## src/rtl/cpu_shift_pkg.sv

```systemverilog
// Shared definitions for the multi-cycle shift unit: shift modes and FSM state encoding.
package cpu_shift_pkg;

    typedef enum logic [1:0] {
        SH_SLL = 2'b00,
        SH_SRL = 2'b01,
        SH_SRA = 2'b10,
        SH_ROR = 2'b11
    } shift_mode_t;

    localparam logic [1:0] ST_IDLE  = 2'b00;
    localparam logic [1:0] ST_SHIFT = 2'b01;
    localparam logic [1:0] ST_DONE  = 2'b10;

endpackage

```

## src/rtl/shift_step_comb.sv

```systemverilog
// One combinational shift step: moves value by k positions (0..WIDTH) in the given mode.
module shift_step_comb
    import cpu_shift_pkg::*;
#(
    parameter int WIDTH = 32,
    parameter int KW    = 6
) (
    input  logic [WIDTH-1:0] value,
    input  logic [KW-1:0]    k,
    input  shift_mode_t      mode,
    input  logic             fill,
    output logic [WIDTH-1:0] shifted
);

    logic [WIDTH-1:0] sll_v;
    logic [WIDTH-1:0] srl_v;
    logic [WIDTH-1:0] fill_mask;
    logic [WIDTH-1:0] wrap_v;
    logic [KW-1:0]    rot_back;

    always_comb begin
        sll_v     = value << k;
        srl_v     = value >> k;
        fill_mask = ~({WIDTH{1'b1}} >> k);
        // k == 0 gives a back-shift of WIDTH, which yields zero: no wrap contribution
        rot_back  = KW'(WIDTH) - k;
        wrap_v    = value << rot_back;
        case (mode)
            SH_SLL:  shifted = sll_v;
            SH_SRL:  shifted = srl_v;
            SH_SRA:  shifted = fill ? (srl_v | fill_mask) : srl_v;
            SH_ROR:  shifted = srl_v | wrap_v;
            default: shifted = value;
        endcase
    end

endmodule

```

## src/rtl/shift_unit_seq.sv

```systemverilog
// Multi-cycle shift unit for the execute stage: up to STEP positions per cycle, start/ready/valid handshake.
//
//   state    | meaning
//   ---------+-----------------------------------------------------------
//   ST_IDLE  | ready for a new operation; start captures operand/shamt/mode
//   ST_SHIFT | shifting min(STEP, count) positions per cycle
//   ST_DONE  | result final; result_valid pulses for this one cycle
module shift_unit_seq
    import cpu_shift_pkg::*;
#(
    parameter int WIDTH = 32,
    parameter int STEP  = 1,
    parameter int SHW   = $clog2(WIDTH)
) (
    input  logic             clock,
    input  logic             reset_n,
    input  logic             start,
    input  logic [WIDTH-1:0] data_operandA,
    input  logic [SHW-1:0]   shamt,
    input  logic [1:0]       mode,
    output logic             ready,
    output logic             busy,
    output logic             result_valid,
    output logic [WIDTH-1:0] result
);

    localparam int            KW     = SHW + 1;
    localparam logic [KW-1:0] STEP_K = KW'(STEP);

    logic [1:0]       state;
    logic [WIDTH-1:0] sreg;
    logic [SHW-1:0]   count;
    shift_mode_t      mode_q;
    logic             fill_q;
    logic [KW-1:0]    count_ext;
    logic [KW-1:0]    k;
    logic [WIDTH-1:0] step_out;

    // count < WIDTH, so k never exceeds count and the narrowed subtraction below is exact
    assign count_ext = {1'b0, count};
    assign k         = (count_ext > STEP_K) ? STEP_K : count_ext;

    shift_step_comb #(
        .WIDTH (WIDTH),
        .KW    (KW)
    ) u_step (
        .value   (sreg),
        .k       (k),
        .mode    (mode_q),
        .fill    (fill_q),
        .shifted (step_out)
    );

    always_ff @(posedge clock or negedge reset_n) begin
        if (!reset_n) begin
            state  <= ST_IDLE;
            sreg   <= '0;
            count  <= '0;
            mode_q <= SH_SLL;
            fill_q <= 1'b0;
        end else begin
            case (state)
                ST_IDLE: begin
                    if (start) begin
                        sreg   <= data_operandA;
                        count  <= shamt;
                        mode_q <= shift_mode_t'(mode);
                        fill_q <= data_operandA[WIDTH-1];
                        state  <= (shamt == '0) ? ST_DONE : ST_SHIFT;
                    end
                end
                ST_SHIFT: begin
                    sreg  <= step_out;
                    count <= count - k[SHW-1:0];
                    if (count_ext == k) begin
                        state <= ST_DONE;
                    end
                end
                ST_DONE: begin
                    state <= ST_IDLE;
                end
                default: begin
                    state <= ST_IDLE;
                end
            endcase
        end
    end

    assign ready        = (state == ST_IDLE);
    assign busy         = (state != ST_IDLE);
    assign result_valid = (state == ST_DONE);
    assign result       = sreg;

endmodule

```

## config.mk

```make
export PLATFORM = sky130hd
export DESIGN_NAME = shift_unit_seq
export DESIGN_NICKNAME = d
export VERILOG_FILES = /design/src/rtl/cpu_shift_pkg.sv /design/src/rtl/shift_step_comb.sv /design/src/rtl/shift_unit_seq.sv
export SDC_FILE = /design/constraint.sdc
export NUM_CORES = 1
export LEC_CHECK = 0
export CAP_MARGIN = 15
export CORE_MARGIN = 2
export CORE_UTILIZATION = 29
export DETAILED_ROUTE_END_ITERATION = 12
export SLEW_MARGIN = 5
export SYNTH_ARGS = -nofsm -noshare
export SYNTH_HDL_FRONTEND = slang
export SYNTH_SLANG_ARGS = --single-unit
```

## constraint.sdc

```tcl
create_clock -name clock -period 4.8 [get_ports clock]
set_clock_uncertainty 0.1 [all_clocks]
set_input_delay 0.96 -clock clock [delete_from_list [all_inputs] [get_ports clock]]
set_output_delay 0.96 -clock clock [all_outputs]
set_load 0.01 [all_outputs]
```

### After elaboration in Yosys (flattened, before gate mapping)

Index checks and enable logic that the tools add are counted.

* register bits after elaboration: 42
* bits of input ports: 42
* output and inout port bits: 35
* word-level logic and storage cells: 42

* $add $sub $neg: 2
* order comparisons: 1
* equal/unequal tests: 8
* shifts and indexed selects: 4
* mux-type cells: 11
* bitwise logic cells: 3
* reductions and logical operators: 8

Operators by type and width (count)
* 32-bit one-hot mux with 4 select lines: 1
* 32-bit 2-to-1 mux: 2
* 32-bit bitwise OR: 2
* 32-bit one-hot mux with 2 select lines: 1
* 32-bit NOT: 1
* 32-bit by 5-bit << shifter with 32-bit output: 1
* 32-bit by 6-bit << shifter with 32-bit output: 1
* 32-bit by 5-bit right shift with 32-bit output: 1
* 32-bit by 5-bit right shift with 32-bit output (first input constant): 1
* 5-bit 2-to-1 mux: 2
* 5-bit one-hot mux with 2 select lines: 1
* 2-bit == test (second input constant): 3
* 2-bit 2-to-1 mux: 3
* 2-bit AND reduction: 3
* 6-bit by 5-bit subtractor with 6-bit output (first input constant): 1
* 5-bit == test: 1
* 5-bit by 1-bit > comparator with 1-bit output (second input constant): 1
* 5-bit logical NOT: 1
* 5-bit subtractor: 1
* 2-bit by 1-bit == test with 1-bit output (second input constant): 2
* 2-bit logical NOT: 2
* 2-bit != test (second input constant): 2
* 2-bit one-hot mux with 2 select lines: 1
* 2-bit nonzero test: 2

### Longest topological paths before layout

Gate-level depths: netlist of run 1.

* word-level depth: 8
* gate-level depth with buffers: 17
* depth with buffers taken out: 12

### By module

From an unflattened synthesis of run 1, not the netlist that was laid out.

* cells, all modules: 1100
* area total of the unflattened synthesis: 9569.2 um^2

By module, submodules not included
* shift_step_comb: instances 1, cells an instance 897, area each 7420.9 um^2
* shift_unit_seq: instances 1, cells an instance 203, area each 2148.3 um^2

### Least setup slack after synthesis of run 1

Ideal clock, no wire load.

* path type: flip-flop to flip-flop
* start point: reg count[4]
* end point: reg sreg[29], in the netlist result[29]
* data arrival time: 3543 ps
* required time: 4566 ps
* slack: 1023 ps
* stages on the path, launching flop included: 15
* buffers on the path: 4
* clock period less this slack: 3777 ps
* cells stage by stage: dfrtp_1 > nor4_4 > nand2_4 > inv_2 > buf_2 > buf_1 > ha_1 > clkbuf_1 > inv_2 > ha_1 > inv_1 > clkbuf_1 > mux2_2 > o311ai_0 > a31oi_1

* cells in the longest elaborated chain, start to end: 8
* elaborated cells between the ends (all ways): 13

Ends and longest elaborated chain
* start, declared: RTL line shift_unit_seq.sv:32 `logic [SHW-1:0] count;`
* start signal, assigned: RTL line shift_unit_seq.sv:66 `count <= shamt;`
* start signal, assigned: RTL line shift_unit_seq.sv:74 `count <= count - k[SHW-1:0];`
* 5-bit by 1-bit > comparator with 1-bit output: RTL line shift_unit_seq.sv:41 `assign k = (count_ext > STEP_K) ? STEP_K : count_ext;`
* 5-bit 2-to-1 mux (*): RTL line shift_unit_seq.sv:41
* parallel branches: the longest is 4 deep, another holds 6-bit by 5-bit subtractor with 6-bit output
* 32-bit one-hot mux with 4 select lines (*): RTL line shift_step_comb.sv:28 `case (mode)`
* 32-bit one-hot mux with 2 select lines (*): RTL line shift_unit_seq.sv:62 `case (state)`
* end signal, assigned: RTL line shift_unit_seq.sv:65 `sreg <= data_operandA;`
* end signal, assigned: RTL line shift_unit_seq.sv:73 `sreg <= step_out;`
* end, declared: RTL line shift_unit_seq.sv:31 `logic [WIDTH-1:0] sreg;`

Mark *: on every way between the ends.
A chain may end at the register's enable or synchronous reset.

### Worst setup path after layout of run 1

* start point: reg count[0]
* end point: reg sreg[15], in the netlist result[15]

Same word-level chain as after synthesis.

==> results of run 1 <==
==> kinds of logic after synthesis <==
kind of cell,Yosys count
fa+ha+maj,5
flops,42
compound gates,191
simple gates,187
other cells,2
xor+xnor,1
buf+inv,56
mux,25
==> through the flow <==
| step | setup slack (ns) | utilization [%] | std cells | hold WS [ns] | power (mW) |
|---|---|---|---|---|---|
| floorplan | 1.02 | - | 511 | 0.389 | 2.17 |
| global placement | 1.26 | 37.0 | 727 | 0.439 | 3.05 |
| detailed placement | 1.21 | 37.0 | 727 | 0.448 | 3.07 |
| CTS | 1.17 | 38.3 | 735 | 0.464 | 3.49 |
| global route | 0.869 | 38.6 | 737 | 0.491 | 3.77 |
| finish | 1.13 | 38.6 | 737 | 0.462 | 3.52 |
==> routing by layer <==
layer / track usage [%] / vias up / share of wire (%)
li1: - / 2008 / -
met1: 30.1 / 2147 / 44
met2: 35.8 / 198 / 47
met3: 2.99 / 30 / 6.4
met4: 7.74 / 0 / 3.0
met5: 0 / - / 0
==> placed cells by master, fill, tap and decap left out, types with 6 or more instances in the layout <==
| cell type | n |
|---|---|
| nand2_1 | 92 |
| clkdlybuf4s50_1 | 75 |
| o21ai_0 | 45 |
| a21oi_1 | 44 |
| dfrtp_1 | 42 |
| nor2_1 | 33 |
| a31oi_1 | 23 |
| nand3_1 | 14 |
| mux2i_1 | 13 |
| inv_1 | 12 |
| a221oi_1 | 12 |
| nor3_1 | 11 |
| mux4_2 | 10 |
| buf_4 | 10 |
| a211oi_1 | 8 |
| a22oi_1 | 7 |
| or3_1 | 6 |
| o22ai_1 | 6 |
==> final cells by class <==
class                   count  area (um^2)
clock buffers               6          129
clock inverters             2         37.5
fillers                  1378         7820
inverters                  14         52.6
multi-input cells         413         2550
flip-flops and latches     42         1050
well taps                 172          215
repair buffers             88          866
==> power by group through the flow <==
stage | logic (mW) | clock network [mW] | registers [mW]
6_report | 2.18 | 0.406 | 0.931
3_5_place_dp | 2.13 | 0 | 0.932
4_1_cts | 2.15 | 0.411 | 0.928
3_3_place_gp | 2.12 | 0 | 0.930
5_1_grt | 2.37 | 0.425 | 0.969
2_1_floorplan | 1.35 | 0 | 0.827
==> state kept, by name, summed over array words and instances (netlist names) <==
name    flops
fill_q      1
state       2
mode_q      2
count       5
result     32
==> worst max-delay path, cell delays in order, from the launching register on <==
cell	delay, ns
dfrtp_1	0.49
inv_1	0.25
nand2_4	0.24
ha_1	0.80
inv_1	0.40
o32ai_1	0.61
mux2i_1	0.22
o311a_1	0.35
o21ai_1	0.11
==> worst paths after layout <==
check	from	depth (start not counted)	endpoint	slack, ns
worst min register to register	fill_q$_DFFE_PN0P_	2	fill_q$_DFFE_PN0P_	0.46
worst max-delay path	count[0]$_DFFE_PN0P_	8	result[15]$_DFFE_PN0P_	1.13
worst min-delay path	fill_q$_DFFE_PN0P_	2	fill_q$_DFFE_PN0P_	0.46
worst max register to register	count[0]$_DFFE_PN0P_	8	result[15]$_DFFE_PN0P_	1.13
min in group asynchronous	reset_n	1	result[25]$_DFFE_PN0P_	0.54
max in group asynchronous	reset_n	2	result[19]$_DFFE_PN0P_	3.54
==> synth_stat cells (4+ instances only) <==
| cell type | instances | area share [%] |
|---|---|---|
| nand2_1 | 92 | 9.1 |
| o21ai_0 | 45 | 5.9 |
| a21oi_1 | 44 | 5.8 |
| dfrtp_1 | 42 | 28 |
| nor2_1 | 35 | 3.4 |
| clkbuf_1 | 27 | 2.7 |
| a31oi_1 | 23 | 3.8 |
| nand3_1 | 14 | 1.8 |
| mux2i_1 | 13 | 3.4 |
| a221oi_1 | 12 | 2.8 |
| inv_1 | 12 | 1.2 |
| nor3_1 | 11 | 1.4 |
| mux4_2 | 10 | 5.9 |
| buf_2 | 9 | 1.2 |
| a211oi_1 | 8 | 1.6 |
| a22oi_1 | 7 | 1.4 |
| o22ai_1 | 6 | 0.98 |
| or3_1 | 6 | 0.98 |
| and2_1 | 5 | 0.82 |
| buf_1 | 5 | 0.49 |
| ha_1 | 5 | 1.6 |
| nor2b_1 | 5 | 0.82 |
| o211ai_1 | 5 | 0.98 |
| o32ai_1 | 5 | 1.1 |
| and3_1 | 4 | 0.66 |
| nand2b_1 | 4 | 0.66 |
==> run metrics, run 1 <==
mapped cell area=3810 um^2; num rows=41; final setup fails=0; TritonCTS buffer count=5; clock tree buffer depth=2; initial antenna violation count=0; Lkg Pwr=1.93 nW; relative slew slack=37.2%; post-route antenna net violation count=0; power share of the clock group=11.5%; via count=4,383; status=completed; clock insertion delay at the later pin of the skew report=0.29 ns; All-Layer GR Usage=22.1%; simple-gate share of the synthesized area=22.1%; post-synthesis compound-gate area fraction=32.3%; main combinational cell family by area after synthesis=compound AO/OA/AOI/OAI gates; CTS H-Tree Depth=2; power density cells=717 nW/um^2; Max Cap Viol=0; kind of critical path=flop to flop; Post-synth ARST share=100%; Final Cell Area=4900 um^2; die footprint=14,100 um^2; Logic pwr share=62.0%; vias in the first global route=4,217; area delta synth->final=28.6%; DR vias/cell=5.95; root buffer cell=clkbuf_16; Syn Area/Cell=7.49 um^2; Nets=611; mux cell area share after synthesis=10.0%; WL final=15.8 mm; net switching power=1.78 mW; Crit. End Element=flop; Synth Area in Adders=1.64%; sequential area share after synthesis=27.6%; peak supply drop=0.000262 V; die height=119 um; Highest Clock Rate=272 MHz; setup TNS=0 ns; CTS Hold Bufs=0; post-synthesis register bit count=42; core area=12,700 um^2; die width=119 um; Post-DP HPWL=11.3 mm; diode count=0; largest net degree at the start of global routing=49; crit-path max FO=25; Post-Synthesis Cells=509; Final Hold Vio Count=0; HP Class=flop to flop; Pre-antenna DRT Iters=5; fraction of layout cells with a size suffix above 1=7.61%; critical path launch point type=flop; Primary FF master, synth=dfrtp_1; EDFF count, synth=0; Crit path required time=4.92 ns; Int Power=1.74 mW; number of gates resized after CTS=0; first-pass GRT wire length=24.6 mm; Period minus WS final=3.67 ns; Netlist cell types=61; Initial Util=30.0%; Slew Viols, Final=0; CTS tree=built; IO buf count=76; clk sink count=42; I/O pin cnt=77; WP data arrival=3.79 ns; register share of total power=26.5%; Final Cycle Share=76.5%; starting DRC count in detailed routing=456; Worst Tran Pin Value=0.942 ns; RSZ-0062 raised after global routing=no; switch share=50.6%; global placement routability congestion=0.951; Routed WL per cell=21.5 um; post-placement cell area=4700 um^2; clock-pin slew on the worst setup and hold paths=0.07 ns; # Post-CTS Setup Buffers=0; Yosys Warn Count=0; Synth Area in XOR/XNOR=0.230%; number of remaining DRC errors=0; gr ovfl total=0
Power figures use the tool's default switching activity.
==> inputs of run 2 (changes only) <==
==> constraint.sdc (replaced) <==
create_clock -name clock -period 3.55 [get_ports clock]
set_clock_uncertainty 0.1 [all_clocks]
set_input_delay 0.71 -clock clock [delete_from_list [all_inputs] [get_ports clock]]
set_output_delay 0.71 -clock clock [all_outputs]
set_load 0.01 [all_outputs]
==> run 2 against run 1 <==
Against the previous run: utilization increased by 0.069 points; largest cell class unchanged; final area increased by 0.18%; final cell count increased by 0.95%; sequential share of layout area about the same; wire length decreased by 0.67%; combinational power increased by 35%; non-clock buffer count increased by 7; sequential power increased by 37%; register-to-register slack got worse by 0.65 ns; die area unchanged.
==> run metrics, run 2 (synthesis gave the netlist of run 1 again) <==
peak supply drop=0.000323 V (+23%); most frequent cells in the layout=nand2_1 (92), clkdlybuf4s50_1 (75), o21ai_0 (45), a21oi_1 (44), dfrtp_1 (42); vias in the first global route=4,259 (+1.0%); TritonCTS buffer count=5 (unchanged); die width=119 um (unchanged); Post-DP HPWL=11.3 mm (+0.58%); clock tree buffer depth=2 (unchanged); final hold slack=0.470 ns (+0.00845 ns); I/O pin cnt=77 (unchanged); number of gates resized after CTS=0 (unchanged); fin util=38.6% (+0.069 points); fraction of layout cells with a size suffix above 1=8.74% (+1.1 points); area of the multi-input gates=2550 um^2 (unchanged); status=completed; DR vias/cell=5.89 (-0.94%); max reg flops=32 (unchanged); Highest Clock Rate=326 MHz (+20%); CTS tree=built; final setup fails=0 (unchanged); number of remaining DRC errors=0 (unchanged); die footprint=14,100 um^2 (unchanged); Critical Path Slowest Stage Cell=dfrtp_1; setup TNS=0 ns (unchanged); WP data arrival=3.19 ns (-0.60 ns); All-Layer GR Usage=22.1% (about the same); CTS Hold Bufs=0 (unchanged); post-route antenna net violation count=0 (unchanged); commonest non-fill, non-tap cell in the layout=nand2_1; via count=4,383 (unchanged); Final Cycle Share=86.5% (+10 points); Nets=618 (+1.1%); initial antenna violation count=0 (unchanged); Pre-antenna DRT Iters=6 (+1); global placement routability congestion=0.963 (+1.2%); Final Hold Vio Count=0 (unchanged); diode count=0 (unchanged); Crit. End Element=flop; Crit path required time=3.67 ns (-1.25 ns); core area=12,700 um^2 (unchanged); Register Area=1050 um^2 (unchanged); Period minus WS final=3.07 ns (-0.602 ns); WL final=15.7 mm (-0.67%); CTS H-Tree Depth=2 (unchanged); CP peak stage delay=0.45 ns (-0.35 ns); power density cells=956 nW/um^2 (+33%); crit-path cells=nor4_4 -> nand2_4 -> ha_1 -> buf_4 -> inv_1 -> o21ai_0 -> o32ai_1 -> mux2i_1 -> o311a_1 -> o21ai_1; Max Cap Viol=0 (unchanged); crit-path max FO=30 (+20%); RSZ-0062 raised after global routing=no; HP Class=flop to flop; area delta synth->final=28.8%; clock-pin slew on the worst setup and hold paths=0.07 ns (about the same); kind of critical path=flop to flop; clock insertion delay at the later pin of the skew report=0.29 ns (about the same); IO buf count=76 (unchanged); clk sink count=42 (unchanged); first-pass GRT wire length=24.5 mm (-0.65%); Fill cells=1,378 (unchanged); starting DRC count in detailed routing=436 (-4.4%); critical path launch point type=flop; largest net degree at the start of global routing=43 (-12%); relative slew slack=30.2% (-7.0 points); die height=119 um (unchanged); gr ovfl total=0 (unchanged); Routed WL per cell=21.2 um (-1.6%); root buffer cell=clkbuf_16; Worst Tran Pin Value=1.05 ns (+0.104 ns); Initial Util=30.0% (unchanged); Lkg Pwr=1.95 nW (+1.0%); # Post-CTS Setup Buffers=0 (unchanged); num rows=41 (unchanged); Slew Viols, Final=0 (unchanged)
## run 2: final timing paths
check	to	slack [ns]	depth (start not counted)	from
setup / recovery	result[15]$_DFFE_PN0P_	0.48	10	count[4]$_DFFE_PN0P_
hold / removal	fill_q$_DFFE_PN0P_	0.47	2	fill_q$_DFFE_PN0P_
setup reg to reg	result[15]$_DFFE_PN0P_	0.48	10	count[4]$_DFFE_PN0P_
hold reg to reg	fill_q$_DFFE_PN0P_	0.47	2	fill_q$_DFFE_PN0P_
max in group asynchronous	result[22]$_DFFE_PN0P_	2.20	1	reset_n
min in group asynchronous	result[14]$_DFFE_PN0P_	0.50	1	reset_n
## run 2: cell type report
class	count	share of cell area (%)
multi-input combinational	413	52.0
inverter	14	1.07
tap	172	4.38
clock inverter	2	0.280
sequential	42	21.4
clock buffer	6	2.62
timing repair buffer	95	18.3
## run 2: stage by stage
stage	area [um^2]	setup WS, ns	power (mW)	std cells
CTS	4910	0.511	4.67	744
detailed placement	4770	0.531	4.19	736
finish	4910	0.480	4.70	744
floorplan	3820	0.00480	2.94	511
global route	4910	0.298	5.04	744
global placement	4770	0.593	4.16	736
## run 2: per-layer routing
layer | track usage [%] | vias to the layer above | routed length, um
met5 | 0 | - | 0
met4 | 8.04 | 0 | 413
met3 | 4.15 | 30 | 1080
met2 | 34.9 | 210 | 7340
met1 | 29.9 | 2115 | 6910
li1 | - | 2028 | -
## run 2: worst max-delay path, delay by kind of cell (launching register included)
family / cells / cell delay [ns]
AOI/OAI and AO/OA: 4 / 0.89
buffers and inverters: 2 / 0.53
and+or+nand+nor: 2 / 0.47
DFF: 1 / 0.45
adders and majority gates: 1 / 0.30
muxes: 1 / 0.25
## run 2: power breakdown
group          switching [mW]  internal (mW)
clock network           0.206          0.261
registers               0.551          0.731
logic                    1.64           1.31
